## src/rtl/cdb_arbiter.sv

```systemverilog
// Round-robin scheduler for the single common data bus: picks one ready producer per cycle
// and drives its result onto a registered broadcast stage toward the ROB and reservation stations.
module cdb_arbiter #(
    parameter int N_SRC   = 3,
    parameter int SRC_BIT = 2,
    parameter int ROB_BIT = 4,
    parameter int DAT_W   = 32
) (
    input  logic                     clk,
    input  logic                     rst,
    input  logic                     en,
    input  logic                     flush_i,
    input  logic [N_SRC-1:0]         req_vld_i,
    input  logic [N_SRC*ROB_BIT-1:0] req_q_i,
    input  logic [N_SRC*DAT_W-1:0]   req_v_i,
    input  logic [N_SRC-1:0]         req_cbr_i,
    input  logic [N_SRC*DAT_W-1:0]   req_cbt_i,
    output logic [N_SRC-1:0]         req_rdy_o,
    output logic                     cdb_en_o,
    output logic [ROB_BIT-1:0]       cdb_q_o,
    output logic [DAT_W-1:0]         cdb_v_o,
    output logic                     cdb_cbr_o,
    output logic [DAT_W-1:0]         cdb_cbt_o,
    output logic [SRC_BIT-1:0]       cdb_src_o,
    output logic                     err_o
);

    logic [SRC_BIT-1:0] rr_ptr;
    logic [SRC_BIT-1:0] gnt_idx;
    logic [SRC_BIT-1:0] next_ptr;
    logic               found;
    int                 j;
    logic [ROB_BIT-1:0] sel_q;
    logic [DAT_W-1:0]   sel_v;
    logic               sel_cbr;
    logic [DAT_W-1:0]   sel_cbt;

    // Search from rr_ptr upward with wrap; the first valid source found wins the bus.
    always_comb begin
        req_rdy_o = '0;
        gnt_idx   = '0;
        found     = 1'b0;
        j         = 0;
        if (en && !flush_i && !rst) begin
            for (int k = 0; k < N_SRC; k++) begin
                j = int'(rr_ptr) + k;
                if (j >= N_SRC) j = j - N_SRC;
                if (!found && req_vld_i[j[SRC_BIT-1:0]]) begin
                    found   = 1'b1;
                    gnt_idx = j[SRC_BIT-1:0];
                end
            end
            if (found) req_rdy_o[gnt_idx] = 1'b1;
        end
    end

    always_comb begin
        sel_q    = req_q_i[int'(gnt_idx)*ROB_BIT +: ROB_BIT];
        sel_v    = req_v_i[int'(gnt_idx)*DAT_W +: DAT_W];
        sel_cbr  = req_cbr_i[gnt_idx];
        sel_cbt  = req_cbt_i[int'(gnt_idx)*DAT_W +: DAT_W];
        next_ptr = (gnt_idx == SRC_BIT'(N_SRC - 1)) ? '0 : gnt_idx + SRC_BIT'(1);
    end

    // Tag-0 transfers are consumed and flagged but never reach the bus, so payload regs hold.
    always_ff @(posedge clk) begin
        if (rst) begin
            rr_ptr    <= '0;
            cdb_en_o  <= 1'b0;
            cdb_q_o   <= '0;
            cdb_v_o   <= '0;
            cdb_cbr_o <= 1'b0;
            cdb_cbt_o <= '0;
            cdb_src_o <= '0;
            err_o     <= 1'b0;
        end else if (flush_i) begin
            cdb_en_o <= 1'b0;
            rr_ptr   <= '0;
        end else if (en && found) begin
            rr_ptr <= next_ptr;
            if (sel_q != '0) begin
                cdb_en_o  <= 1'b1;
                cdb_q_o   <= sel_q;
                cdb_v_o   <= sel_v;
                cdb_cbr_o <= sel_cbr;
                cdb_cbt_o <= sel_cbt;
                cdb_src_o <= gnt_idx;
            end else begin
                cdb_en_o <= 1'b0;
                err_o    <= 1'b1;
            end
        end else begin
            cdb_en_o <= 1'b0;
        end
    end

endmodule

```

## config.mk

```make
export PLATFORM = sky130hd
export DESIGN_NAME = cdb_arbiter
export DESIGN_NICKNAME = d
export VERILOG_FILES = /design/src/rtl/cdb_arbiter.sv
export SDC_FILE = /design/constraint.sdc
export NUM_CORES = 1
export LEC_CHECK = 0
export CAP_MARGIN = 0
export CELL_PAD_IN_SITES_DETAIL_PLACEMENT = 0
export CELL_PAD_IN_SITES_GLOBAL_PLACEMENT = 1
export CORE_ASPECT_RATIO = 1.75
export CORE_MARGIN = 5
export CORE_UTILIZATION = 24
export DETAILED_ROUTE_END_ITERATION = 8
export PLACE_DENSITY = 0.85
export SLEW_MARGIN = 20
export SYNTH_ARGS = -nofsm -noshare
export SYNTH_HDL_FRONTEND = slang
export SYNTH_SLANG_ARGS = --single-unit
```

## constraint.sdc

```tcl
create_clock -name clk -period 3.4 [get_ports clk]
set_input_delay 0.68 -clock clk [delete_from_list [all_inputs] [get_ports clk]]
set_output_delay 0.68 -clock clk [all_outputs]
set_load 0.05 [all_outputs]
```

# After elaboration in Yosys (flattened, before gate mapping)
# Index checks and enable logic that the tools add are counted.
# Widths: inputs -> output; s select.
[classes] bitwise_logic=3 n_mux=32 n_addsub=6 n_eq_ne=1 n_lt_le_gt_ge=9 n_reduce_logical=15 shift=3
[op_table] cell="$shiftx 96x8->32" n=2
[op_table] cell="$mux 2" n=12
[op_table] cell="$lt 2x3->1 const B" n=5
[op_table] cell="$mux 1" n=13
[op_table] cell="$shiftx 12x5->4" n=1
[op_table] cell="$bmux 1 s2" n=4
[op_table] cell="$ge 3x2->1 const B" n=2
[op_table] cell="$logic_and 1x1->1" n=6
[op_table] cell="$mux 3" n=2
[op_table] cell="$reduce_and 3->1" n=2
[op_table] cell="$sub 2x2->2 const B" n=3
[op_table] cell="$logic_not 1->1" n=4
[op_table] cell="$reduce_bool 4->1" n=1
[op_table] cell="$add 2x1->3 const B" n=1
[op_table] cell="$add 2x2->3 const B" n=1
[op_table] cell="$not 1->1" n=3
[op_table] cell="$reduce_or 3->1" n=1
[op_table] cell="$add 2x1->2 const B" n=1
[op_table] cell="$demux 1 s2" n=1
[op_table] cell="$eq 2x2->1 const B" n=1
[op_table] cell="$ge 2x1->1 const B" n=1
[op_table] cell="$ge 2x2->1 const B" n=1
[op_table] cell="$reduce_or 2->1" n=1
[totals] register_bits=75 output_inout_bits=76 elab_cells=77

# Longest topological paths before layout
# Gate-level depths: netlist (run 1).
[depth] word_depth=22 depth_mapped=13 mapped_depth_nobuf=11

# Least setup slack after synthesis (run 1)
# No wires, ideal clock.
[synth_timing] path_type="reg-to-output" start="register rr_ptr[1]" end="output port req_rdy_o[1]" slack_ns=0.428 required_time_ns=2.720 arrival_time_ns=2.292 stages_incl_launch_ff=9 path_cell_list="dfxtp_1 inv_1 ha_1 mux2_2 a21oi_2 o21ai_0 nor2b_1 o22ai_1 nor2_1"
[synth_between] elab_chain_len=21 elab_cells_between_ends=41 cone_classes="add/sub: 5; order compare: 5; mux: 26; reduce/logical: 5"
[synth_lines] element="start: declaration" line="28" rtl="logic [SRC_BIT-1:0] rr_ptr;"
[synth_lines] element="start signal: assignment" line="80" rtl="rr_ptr <= next_ptr;"
[synth_lines] element="parallel branches: the longest is 19 deep, another holds $add 2x1->3"
[synth_lines] element="$mux 3 (*)" line="53" rtl="if (found) req_rdy_o[gnt_idx] = 1'b1;"
[synth_lines] element="$mux 3 (*)" line="44" rtl="if (en && !flush_i && !rst) begin"
[synth_lines] element="end: declaration" line="18" rtl="output logic [N_SRC-1:0] req_rdy_o,"
# Every way passes the cells marked *. The select of a mux whose other input is x is not followed.

# Worst setup path after layout (run 1)
[layout_timing] start="input port req_vld_i[0]" end="register cdb_v_o[16]"
[layout_between] elab_chain_len=16 elab_cells_between_ends=27 cone_classes="shift: 2; mux: 18; reduce/logical: 7"
[layout_lines] element="start: declaration" line="13" rtl="input logic [N_SRC-1:0] req_vld_i,"
[layout_lines] element="$bmux 1 s2" line="48" rtl="if (!found && req_vld_i[j[SRC_BIT-1:0]]) begin"
[layout_lines] element="$mux 1 (not written as such)" line="48"
[layout_lines] element="$mux 1" line="48"
[layout_lines] element="$mux 1" line="44"
[layout_lines] element="$logic_not 1->1" line="48"
[layout_lines] element="$logic_and 1x1->1" line="48"
[layout_lines] element="$mux 1" line="48"
[layout_lines] element="$mux 1" line="44"
[layout_lines] element="$logic_not 1->1" line="48"
[layout_lines] element="$logic_and 1x1->1" line="48"
[layout_lines] element="$mux 2" line="48"
[layout_lines] element="$mux 2 (2 in series)" line="44"
[layout_lines] element="$shiftx 12x5->4" line="58" rtl="sel_q = req_q_i[int'(gnt_idx)*ROB_BIT +: ROB_BIT];"
[layout_lines] element="$reduce_bool 4->1" line="81" rtl="if (sel_q != '0) begin"
[layout_lines] element="$reduce_and 3->1 (no line)"
[layout_lines] element="end signal: assignment" line="84" rtl="cdb_v_o <= sel_v;"
[layout_lines] element="end: declaration" line="21" rtl="output logic [DAT_W-1:0] cdb_v_o,"
# Several ways; a longest one is shown, not always the timed one. The select of a mux whose other input is x is not followed.
# A chain may end at the register's enable or synchronous reset.

==> impl_metrics.py, run 1 <==
metrics = {
    "setup_path": {
        "worst-setup-path-type": "primary input to flip-flop",
        "path_max_fanout": 32,
        "startpoint_type": "primary input",
        "worstSetupEndpointType": "flip-flop",
        "arrival_ps": 3450,
        "critPathMaxStageDelay_ps": 460,
        "path_cells": "clkdlybuf4s50_1 > nor3b_1 > o31ai_4 > a311oi_4 > buf_4 > mux2i_1 > a21oi_1 > o41ai_4 > buf_4 > inv_2 > buf_12 > o211ai_1 > a21oi_1",
        "critical_path_required_ps": 3580,
        "cpMaxStageDelayCell": "clkdlybuf4s50_1",
    },
    "die": {
        "initial_utilization": 0.244,
        "dieWidth_um": 111,
        "dieArea_um2": 20600,
        "core-area_um2": 17500,
        "pin_count": 290,
        "rows": 64,
        "die_y_um": 186,
    },
    "place": {
        "dp.cells": 1031,
        "portBuffers": 289,
        "hpwl_um": 14100,
        "gp_congestion": 0.886,
        "place_worst_setup_slack_ps": -310,
    },
    "clocking": {
        "clk_pin_slew_ps": 60,
        "clockBufferDepth": 2,
        "hold_buffers": 0,
        "cts_tree": "built",
        "h-tree-depth": 3,
        "cts.sinks": 75,
        "clk_latency_ps": 330,
        "numCtsBuffers": 9,
        "cts-root-buf": "clkbuf_16",
    },
    "final_layout": {
        "nets": 1031,
        "drive_above_1_share": 0.0733,
        "nFillCells": 1760,
        "layoutNonFillerInstCount": 1049,
        "final_core_util": 0.449,
        "antenna_cells": 0,
        "syn_to_final_growth_pct": 84.3,
    },
    "min_path": {
        "min_path_type": "flip-flop to flip-flop",
    },
    "yosys": {
        "syn_inst": 527,
        "syn_area_per_cell_um2": 8.07,
        "synth-seq-cells": 75,
        "yosysTopAreaCell": "dfxtp_1",
        "synth_most_common_cell": "nand2_1",
        "synth_nets": 745,
        "synth_top_area_share": 0.353,
        "synth.area.top_cells": "dfxtp_1, mux2i_1, nand2_1, o211ai_1, a21oi_1",
        "ys_async_sr_fraction": 0,
        "ys_seq_area_frac": 0.353,
        "yosys_warnings": 0,
        "ys_top_cells_by_count": "nand2_1, dfxtp_1, a21oi_1",
        "synth_flop_cell": "dfxtp_1",
        "syn_area_um2": 4250,
        "synth.distinct_cells": 39,
        "synth_edf_count": 0,
    },
    "sta": {
        "finalSetupViolCount": 0,
        "max_freq_ghz": 0.306,
        "maxSlewViolCount": 0,
        "slew_headroom": 0.437,
        "setup_ws_ps": 135,
        "hold_slack_ps": 451,
        "layout_min_cycle_time_ps": 3270,
        "worst_clock_skew_ps": 9.74,
        "fin_crit_sh": 0.960,
        "final_hold_viol_count": 0,
        "tightest_slew_ps": 844,
    },
    "routing": {
        "drtIter0Drc": 186,
        "final_antenna_net_count": 0,
        "drt_wl_total_um": 17700,
        "wl_per_cell_um": 16.8,
        "vias": 4870,
        "drcViolationCount": 0,
        "dr.pass1.iters": 4,
        "viasPerCell": 4.64,
    },
    "grt": {
        "grt.overflow.total": 0,
        "grt_antenna_before_repair": 2,
        "grt_pass1_wl_um": 26200,
        "first_global_vias": 4776,
        "grtUsageTotal": 0.160,
        "grt_start_max_net_pins": 81,
    },
    "flow_run": {
        "maxCapViolations": 0,
    },
    "pwr": {
        "powerDensity_nw_per_um2": 322,
        "cellLeakagePower_nw": 2.78,
        "irDropWorstVdd_uv": 207,
    },
    "outcome": {
        "status": "completed",
    },
}
==> flip-flops by register name (all words and copies together), names as in the netlist <==
name and flops:
cdb_cbr_o 1, cdb_src_o 2, cdb_cbt_o 32, cdb_q_o 4, cdb_en_o 1, cdb_v_o 32
rr_ptr 2, err_o 1
==> worst paths after layout <==
check / startpoint / to / slack [ps] / depth (start not counted)
hold reg to reg: cdb_cbt_o[21] / cdb_cbt_o[21] / 450 / 2
setup / recovery: req_vld_i[0] / cdb_v_o[16] / 130 / 13
hold / removal: cdb_cbt_o[21] / cdb_cbt_o[21] / 450 / 2
setup reg to reg: rr_ptr[1] / cdb_v_o[16] / 200 / 14
==> timing repair <==
| action | in CTS | in global routing |
|---|---|---|
| setup buffers | 0 | 2 |
| gates resized for setup | 0 | 8 |
| setup endpoints to repair | 0 | 68 |
==> per-stage QoR <==
| step | TNS (ps) | cell area, µm² | total power (W) |
|---|---|---|---|
| 5_1_grt | -131 | 7840 | 0.00266 |
| 3_5_place_dp | -18860 | 7500 | 0.00159 |
| 4_1_cts | 0 | 7790 | 0.00257 |
| 3_3_place_gp | -14280 | 7500 | 0.00159 |
| 2_1_floorplan | 0 | 4250 | 0.00122 |
| 6_report | 0 | 7840 | 0.00253 |
==> cells by family after synthesis <==
kind of cell	share of synthesized area
AO/OA/AOI/OAI	0.242
multiplexers	0.167
flip-flops	0.353
adder cells (fa/ha/maj)	0.0118
buffers and inverters	0.0618
AND/OR/NAND/NOR	0.164
==> cells in the final DEF, fill, tap and decap left out, types with 2 or more instances in the layout <==
cell             netlist  layout
nand3b_1               3       3
mux2i_1               70      70
nor3_1                 6       6
o21a_1                 2       2
nor2_1                 7       7
o21ai_0                4       3
clkbuf_16              0       9
clkinv_2               0       3
o211ai_1              65      65
ha_1                   4       2
nor2b_1                4       4
buf_4                  2      25
a21oi_1               73      73
nand2_1              140     139
inv_1                  5       5
buf_12                 0       7
clkinvlp_4             0       2
a22oi_1                4       4
clkdlybuf4s50_1        0     284
dfxtp_1               75      75
==> where the power goes <==
group / leakage (nW) / internal [W] / switching, W / total [W]
Sequential: 0.608 / 0.000908 / 0.0000148 / 0.000923
Combinational: 2.03 / 0.000359 / 0.000291 / 0.000649
Clock: 0.141 / 0.000566 / 0.000388 / 0.000954
Total: 2.78 / 0.00183 / 0.000694 / 0.00253
==> final cells by class <==
| type | count | area (µm²) | area share |
|---|---|---|---|
| Sequential cell | 75 | 1500 | 0.192 |
| Clock inverter | 7 | 68.8 | 0.00878 |
| Tap cell | 231 | 289 | 0.0369 |
| Timing Repair Buffer | 319 | 3200 | 0.408 |
| Inverter | 6 | 22.5 | 0.00287 |
| Multi-Input combinational cell | 402 | 2530 | 0.323 |
| Clock buffer | 9 | 225 | 0.0287 |
==> critical path: cells and delay by family <==
kind	cells	cell delay [ps]
buffers and inverters	5	1100
AO/OA/AOI/OAI	6	1090
multiplexers	1	200
AND/OR/NAND/NOR	1	360
==> layer usage <==
| metal | GRT usage | vias to the layer above | wire length [µm] |
|---|---|---|---|
| met5 | 0 | - | 24 |
| met2 | 0.304 | 162 | 9880 |
| li1 | - | 2464 | - |
| met4 | 0.0656 | 4 | 540 |
| met3 | 0.0446 | 33 | 1020 |
| met1 | 0.166 | 2207 | 6200 |
Power figures use the tool's default switching activity.
==> run 2, diff against run 1 <==
- CTS_CLUSTER_SIZE: default -> 16
- GPL_TIMING_DRIVEN: default -> 0
==> run 2 against run 1 <==
Die area unchanged. Sequential cell count did not move. Cell count grew 1.3%.
==> impl_metrics.py, run 2 (same netlist as run 1, synthesis figures left out) <==
metrics = {
    "outcome": {
        "status": "completed",
    },
    "sta": {
        "max_freq_ghz": 0.306,
        "setup_ws_ps": 133,
        "fin_tns_setup_ps": 0,
        "tightest_slew_ps": 664,
        "slew_headroom": 0.557,
        "fin_crit_sh": 0.961,
        "finalSetupViolCount": 0,
        "final_hold_viol_count": 0,
        "worst_clock_skew_ps": 9.60,
        "hold_slack_ps": 451,
        "layout_min_cycle_time_ps": 3270,
        "maxSlewViolCount": 0,
        "rsz0062_at_grt": "true",
    },
    "die": {
        "dieArea_um2": 20600,
        "pin_count": 290,
        "dieWidth_um": 111,
        "initial_utilization": 0.244,
        "rows": 64,
        "core-area_um2": 17500,
        "die_y_um": 186,
    },
    "setup_path": {
        "cpMaxStageDelayCell": "clkdlybuf4s50_1",
        "path_buf_inv": 4,
        "rr_startpoint": "rr_ptr[0]",
        "ff2ff_path_depth": 14,
        "critical_path_required_ps": 2720,
        "timing.rr.end": "cdb_cbt_o[30]",
        "worst-setup-path-type": "primary input to output port",
        "arrival_ps": 2590,
        "startpoint_type": "primary input",
        "path_cells": "clkdlybuf4s50_1 > mux2_2 > nand2_1 > a32o_1 > nand2_2 > clkbuf_8 > inv_1 > buf_2",
        "rrSetupSlack_ps": 230,
        "worstSetupEndpointType": "output port",
        "critical_path.top_delay_family": "buffers and inverters",
        "path_max_fanout": 19,
        "critPathMaxStageDelay_ps": 470,
    },
    "clocking": {
        "hold_buffers": 0,
        "h-tree-depth": 3,
        "clk_pin_slew_ps": 60,
        "numCtsBuffers": 9,
        "cts-root-buf": "clkbuf_16",
        "clockBufferDepth": 2,
        "cts_tree": "built",
        "clk_latency_ps": 340,
        "cts.sinks": 75,
    },
    "place": {
        "place_worst_setup_slack_ps": -1340,
        "hpwl_um": 15600,
        "gp_congestion": 0.808,
        "dp.cells": 1047,
        "portBuffers": 289,
    },
    "grt": {
        "grt_start_max_net_pins": 20,
        "grt_use_met2": 0.357,
        "grtUsageTotal": 0.177,
        "grt.overflow.total": 0,
        "grt_antenna_before_repair": 0,
        "grtUsageMet1": 0.179,
        "use_met3": 0.0377,
        "grt_pass1_wl_um": 28300,
        "top_usage_layer": "met2",
        "first_global_vias": 5057,
    },
    "pwr": {
        "totalPowerFinal_w": 0.00265,
        "irDropWorstVdd_uv": 184,
        "powerDensity_nw_per_um2": 336,
        "cellLeakagePower_nw": 2.78,
    },
    "flow_run": {
        "maxCapViolations": 0,
    },
    "final_layout": {
        "layoutNonFillerInstCount": 1063,
        "nFillCells": 1827,
        "final_common_cell": "clkdlybuf4s50_1",
        "mostFrequentLayoutCells": "clkdlybuf4s50_1, nand2_1, dfxtp_1",
        "drive_above_1_share": 0.0733,
        "nets": 1045,
        "top_regs": "cdb_cbt_o: 32 flops, cdb_v_o: 32 flops, cdb_q_o: 4 flops",
        "syn_to_final_growth_pct": 85.0,
        "antenna_cells": 0,
    },
    "routing": {
        "viasPerCell": 4.63,
        "drcViolationCount": 0,
        "final_antenna_net_count": 0,
        "vias": 4927,
        "drt_wl_total_um": 19200,
        "drtIter0Drc": 154,
        "wl_per_cell_um": 18.1,
        "dr.pass1.iters": 4,
    },
    "min_path": {
        "min_path_type": "flip-flop to flip-flop",
        "hold_start": "cdb_cbt_o[27]",
        "min_path_cells": 2,
        "hold_end": "cdb_cbt_o[27]",
    },
}
-- run 2: cell types whose count changed in the layout (fill, tap and decap cells not counted), sizes merged --
cell / previous run / this run
clkbuf: 9 / 27
dlymetal6s2s: 1 / 0
clkinv: 4 / 2
buf: 34 / 30
clkinvlp: 2 / 0
inv: 6 / 8
bufinv: 1 / 2
dlygate4sd2: 0 / 2
-- run 2: tightest hold or removal path: stages, from the launching register on --
cell and delay [ps]:
dfxtp_1 300, nand2_1 50, a21oi_1 50
-- run 2: power breakdown --
| group | internal [W] | switching (W) |
|---|---|---|
| Sequential | 0.000908 | 0.0000154 |
| Clock | 0.000671 | 0.000405 |
| Combinational | 0.000350 | 0.000297 |
| Total | 0.00193 | 0.000718 |
-- run 2: worst max path at each step --
stage | from | end | slack, ps | cells after the start
2_1_floorplan | rr_ptr[1] | req_rdy_o[1] | 430 | 8
4_1_cts | rr_ptr[0] | cdb_v_o[2] | 5 | 14
3_3_place_gp | req_vld_i[1] | req_rdy_o[2] | -1340 | 9
6_report | req_vld_i[0] | req_rdy_o[2] | 130 | 8
5_1_grt | req_vld_i[0] | cdb_v_o[11] | -30 | 13
3_5_place_dp | req_vld_i[1] | req_rdy_o[2] | -1340 | 9
-- run 2: timing repair --
action                     4_1_cts  5_1_grt
setup buffers                    1        0
cloned                           0        0
resized for setup               24       24
pin swaps                        2        4
setup endpoints to repair       71       72
-- run 2: per-stage QoR --
stage	utilization	cell area, µm²
2_1_floorplan	-	4250
3_3_place_gp	0.426	7430
3_5_place_dp	0.426	7430
4_1_cts	0.446	7780
5_1_grt	0.451	7870
6_report	0.451	7870
-- run 2: cell type report --
| cell class | instances | area (µm²) | share of cell area |
|---|---|---|---|
| tap | 231 | 289 | 0.0367 |
| clock buffer | 10 | 239 | 0.0304 |
| sequential | 75 | 1500 | 0.191 |
| clock inverter | 6 | 95.1 | 0.0121 |
| multi-input combinational | 402 | 2580 | 0.328 |
| inverter | 6 | 22.5 | 0.00286 |
| buffer | 43 | 256 | 0.0326 |
| timing repair buffer | 290 | 2890 | 0.367 |
-- run 2: per-layer routing --
metal / part of all wire / routed length (µm)
met1: 0.36 / 6970
met2: 0.57 / 11000
met3: 0.046 / 890
met4: 0.017 / 327
met5: 0 / 0
